[config.mk]
export PLATFORM = sky130hd
export DESIGN_NAME = estagio_id_ex
export DESIGN_NICKNAME = d
export VERILOG_FILES = /design/src/rtl/estagio_id_ex.sv
export SDC_FILE = /design/constraint.sdc
export NUM_CORES = 1
export LEC_CHECK = 0
export ABC_AREA = 1
export ABC_CLOCK_PERIOD_IN_PS = 2300
export CAP_MARGIN = 20
export CORE_MARGIN = 3
export CORE_UTILIZATION = 45
export DETAILED_ROUTE_END_ITERATION = 10
export PLACE_DENSITY = 0.85
export SETUP_SLACK_MARGIN = 0.4
export SYNTH_ARGS = -nofsm -noshare
export SYNTH_HDL_FRONTEND = slang
export SYNTH_SLANG_ARGS = --single-unit
[constraint.sdc]
create_clock -name clk -period 2.3 [get_ports clk]
set_input_delay 0.46 -clock clk [delete_from_list [all_inputs] [get_ports clk]]
set_output_delay 0.46 -clock clk [all_outputs]
set_load 0.05 [all_outputs]
[src/rtl/estagio_id_ex.sv]
// ID/EX pipeline register with load-use hazard detection and bubble insertion.
// Ports: id_* from decode, flush_ex/mem_stall controls, ex_* to EX, pc/ifid write enables, bubble_count.
module estagio_id_ex #(
    parameter int XLEN   = 32,
    parameter int PERF_W = 16
) (
    input  logic              clk,
    input  logic              rst_n,
    input  logic              id_valid,
    input  logic [XLEN-1:0]   id_pc,
    input  logic [XLEN-1:0]   id_rs1_data,
    input  logic [XLEN-1:0]   id_rs2_data,
    input  logic [XLEN-1:0]   id_imm,
    input  logic [4:0]        id_rs1,
    input  logic [4:0]        id_rs2,
    input  logic [4:0]        id_rd,
    input  logic [7:0]        id_ctrl,
    input  logic              flush_ex,
    input  logic              mem_stall,
    output logic              ex_valid,
    output logic [XLEN-1:0]   ex_pc,
    output logic [XLEN-1:0]   ex_rs1_data,
    output logic [XLEN-1:0]   ex_rs2_data,
    output logic [XLEN-1:0]   ex_imm,
    output logic [4:0]        entrada1EX,
    output logic [4:0]        entrada2EX,
    output logic [4:0]        ex_rd,
    output logic [7:0]        ex_ctrl,
    output logic              pc_write,
    output logic              ifid_write,
    output logic [PERF_W-1:0] bubble_count
);

    logic haz;
    logic bubble;

    // Load in EX whose destination feeds the ID instruction; x0 never counts.
    assign haz = id_valid & ex_valid & ex_ctrl[6] & (ex_rd != 5'd0)
               & ((ex_rd == id_rs1) | (ex_rd == id_rs2));

    // A flush wins over a hazard; both produce one bubble.
    assign bubble = ~mem_stall & (flush_ex | haz);

    // Front end advances unless stalled or replaying the load-use consumer.
    assign pc_write   = ~mem_stall & (flush_ex | ~haz);
    assign ifid_write = ~mem_stall & (flush_ex | ~haz);

    always_ff @(posedge clk or negedge rst_n) begin
        if (!rst_n) begin
            ex_valid    <= 1'b0;
            ex_pc       <= '0;
            ex_rs1_data <= '0;
            ex_rs2_data <= '0;
            ex_imm      <= '0;
            entrada1EX  <= '0;
            entrada2EX  <= '0;
            ex_rd       <= '0;
            ex_ctrl     <= '0;
        end else if (mem_stall) begin
            ex_valid    <= ex_valid;
        end else if (bubble) begin
            ex_valid    <= 1'b0;
            ex_pc       <= '0;
            ex_rs1_data <= '0;
            ex_rs2_data <= '0;
            ex_imm      <= '0;
            entrada1EX  <= '0;
            entrada2EX  <= '0;
            ex_rd       <= '0;
            ex_ctrl     <= '0;
        end else begin
            ex_valid    <= id_valid;
            ex_pc       <= id_pc;
            ex_rs1_data <= id_rs1_data;
            ex_rs2_data <= id_rs2_data;
            ex_imm      <= id_imm;
            entrada1EX  <= id_rs1;
            entrada2EX  <= id_rs2;
            ex_rd       <= id_rd;
            ex_ctrl     <= id_valid ? id_ctrl : 8'd0;
        end
    end

    // Saturating counter so long runs never wrap back to small values.
    always_ff @(posedge clk or negedge rst_n) begin
        if (!rst_n) begin
            bubble_count <= '0;
        end else if (bubble && (bubble_count != '1)) begin
            bubble_count <= bubble_count + PERF_W'(1);
        end
    end

endmodule

==> impl_results.md <==
- CTS Buffer Depth: 2
- CP Class: flop to primary output
- Placed inst area: 10800 µm²
- Critical Path RT: 1.84 ns
- Critical path arrival: 1.78 ns
- Die span in x: 134 µm
- Filler cell count: 1093
- Number of hold violations in the final report: 0
- Syn. warnings: 0
- Peak VDD IR: 0.714 mV
- Met2 Routed Length: 13400 µm
- Final instance area: 11700 µm²
- Detail Route met3 WL: 2080 µm
- Vias in the first global route: 6942
- Type of element launching the critical path: flop
- CTS buffer count: 17
- RD Place Congestion: 0.827
- Total wire length: 26200 µm
- Avg Cell Area, Syn: 8.51 µm²
- Max-Cap Viols: 0
- Cell Pwr Density: 740 nW/µm²
- Initial antenna violation count: 2
- Min Tclk post-route: 2.24 ns
- Share of the synthesized area in the top cell type: 0.574
- Mapped Area: 7320 µm²
- Port Buffers: 325
- RSZ-0062 raised after global routing: true
- H-tree levels: 4
- Crit share post-route: 0.974
- DP HPWL: 16600 µm
- Hold Worst Slack: 0.466 ns
- Gr usage total: 0.264
- Syn-to-layout area delta: 60.5%
- Crit Path Max Fanout: 6
- WL/cell: 18.4 µm
- Sequential area share after synthesis: 0.574
- Num ports: 326
- NumNets Final: 1354
- Global-route wire length before repair: 37400 µm
- Vias: 7487
- GRT overflow: 0
- Final ANT Viol Nets: 0
- Row count: 45
- Core box area: 15500 µm²
- Layout cells sized above 1: 0.106
- Setup TNS: 0 ns
- DIE HEIGHT: 134 µm
- Actual slew at the worst max-slew pin: 0.929 ns
- Net Count, Synth: 1017
- Max Clk Rate: 447 MHz
- HP Class: input pin to flop
- Top sig layer: met4
- Detailed Routing Iterations Pass 1: 7
- Setup violators final: 0
- Synth area leaders: dfrtp_1, nand2_1, o21ai_1
- Die area: 17800 µm²
- Clock Tree Root: clkbuf_16
- Leakage power: 0.00597 µW
- Clock latency on the worst-skew pair: 0.42 ns
- CTS tree: done
- Slew Limit Fails: 0
- Max-slew headroom: 0.380
- CTS Sinks: 168
- Setup crit end kind: primary output
- Unique masters post-synth: 30
- R2R depth: 14
- # DRC: 0
- Syn Inst Count: 860
- Initial core utilization: 0.471
- Leading area contributor after synthesis: dfrtp_1
- Skew final: 0.00956 ns
- #FFs+latches synth: 168
- Status: completed
- Worst-path clk slew: 0.07 ns
- Starting DRC count in detailed routing: 518
- Post-Route M1 WL: 9930 µm
- DR vias/cell: 5.26
- Worst hold path stage count: 4
- Largest net degree at the start of global routing: 148
## critical path, cell delays in order, from the launching register on
cell and delay (ns):
dfrtp_2 0.46, nand2_1 0.08, nand2_1 0.06, nor2_2 0.14
nand3_1 0.09, nand2_1 0.08, nand2_2 0.05, o21ai_2 0.15
inv_2 0.09, buf_12 0.15
## state kept, by name (all words and copies together), names as in the netlist
register,count
ex_imm,32
ex_pc,32
ex_rs1_data,32
ex_rs2_data,32
bubble_count,16
ex_ctrl,8
entrada1EX,5
entrada2EX,5
ex_rd,5
ex_valid,1
## cells in the mapped netlist (all sizes together)
master  count
nand2     378
dfrtp     168
o21ai     139
inv        39
clkbuf     37
nand3      24
buf        20
nand4      19
nor2       15
xor2        6
nor3        5
o22ai       5
xnor2       2
clkinv      1
ha          1
nor4        1
## worst paths after layout
kind	to	slack [ns]	startpoint
worst min register to register	ex_pc[16]$_DFFE_PN0N_	0.48	ex_pc[16]$_DFFE_PN0N_
worst min-delay path	ex_rs1_data[16]$_DFFE_PN0N_	0.47	mem_stall
max in group asynchronous	ex_imm[2]$_DFFE_PN0N_	1.07	rst_n
worst max-delay path	ifid_write	0.06	ex_rd[0]$_DFFE_PN0N_
min in group asynchronous	bubble_count[9]$_DFFE_PN0P_	0.55	rst_n
worst max register to register	ex_pc[14]$_DFFE_PN0N_	0.31	ex_rd[1]$_DFFE_PN0N_
## stage by stage
| stage | power, µW | util | instances | worst slack (ns) |
|---|---|---|---|---|
| 3_3_place_gp | 5690 | 0.697 | 1365 | -0.0652 |
| 3_5_place_dp | 5730 | 0.697 | 1365 | -0.120 |
| 6_report | 8690 | 0.756 | 1423 | 0.0604 |
| 5_1_grt | 9000 | 0.756 | 1423 | -0.00451 |
| 2_1_floorplan | 4710 | - | 860 | 0.378 |
| 4_1_cts | 8620 | 0.727 | 1400 | 0.0584 |
## report_power, final
group / internal [µW] / switching (µW)
clock network: 1880 / 1190
logic: 729 / 1520
registers: 3200 / 166
total: 5810 / 2870
## layout by cell type (no fill, tap or decap), types with 3 or more instances in the layout
cell type	n
nand4_1	15
clkdlybuf4s15_1	3
nor3_1	4
nand2_8	6
inv_2	6
inv_6	3
dfrtp_2	7
o21ai_1	116
o21ai_0	22
dlygate4sd2_1	161
clkbuf_16	26
o22ai_1	4
nand2_2	5
xor2_1	6
nor2_2	3
clkbuf_2	7
nand4_2	4
buf_4	20
nand2_1	371
clkbuf_1	3
buf_12	13
nor2_1	12
dfrtp_1	161
nand3_1	23
clkdlybuf4s50_1	144
buf_6	7
bufinv_16	4
clkdlybuf4s15_2	3
inv_1	32
## layer usage
| layer | vias to the layer above | track usage |
|---|---|---|
| met5 | - | 0 |
| met4 | 0 | 0.0806 |
| li1 | 3451 | - |
| met2 | 372 | 0.453 |
| met3 | 59 | 0.0782 |
| met1 | 3605 | 0.324 |
## what timing repair did
| action | CTS | global route |
|---|---|---|
| endpoints found under the setup margin | 178 | 128 |
| gates cloned | 0 | 17 |
| pin swaps | 3 | 6 |
| resized for setup | 189 | 59 |
| hold buffers | 1 | 0 |
| hold endpoints to repair | 26 | 0 |
| setup buffers | 2 | 4 |
## area by class of cell
type	instances	area, µm²	share of cell area
Antenna cell	2	5.00	0.000426
Clock buffer	22	464	0.0395
Clock inverter	10	166	0.0142
Inverter	40	155	0.0132
Multi-Input combinational cell	600	2760	0.235
Sequential cell	168	4210	0.359
Tap cell	211	264	0.0225
Timing Repair Buffer	370	3720	0.317
## kinds of logic (layout without fill, tap and decap cells)
logic type / after synthesis / in the layout / share of synthesized area
other cells: 0 / 2 / 0
xor+xnor: 8 / 8 / 0.00957
compound gates: 144 / 144 / 0.0993
fa+ha+maj: 1 / 1 / 0.00171
simple gates: 442 / 447 / 0.246
flops: 168 / 168 / 0.574
buf+inv: 97 / 442 / 0.0686
Note: power is estimated with default switching activity, not from simulation.
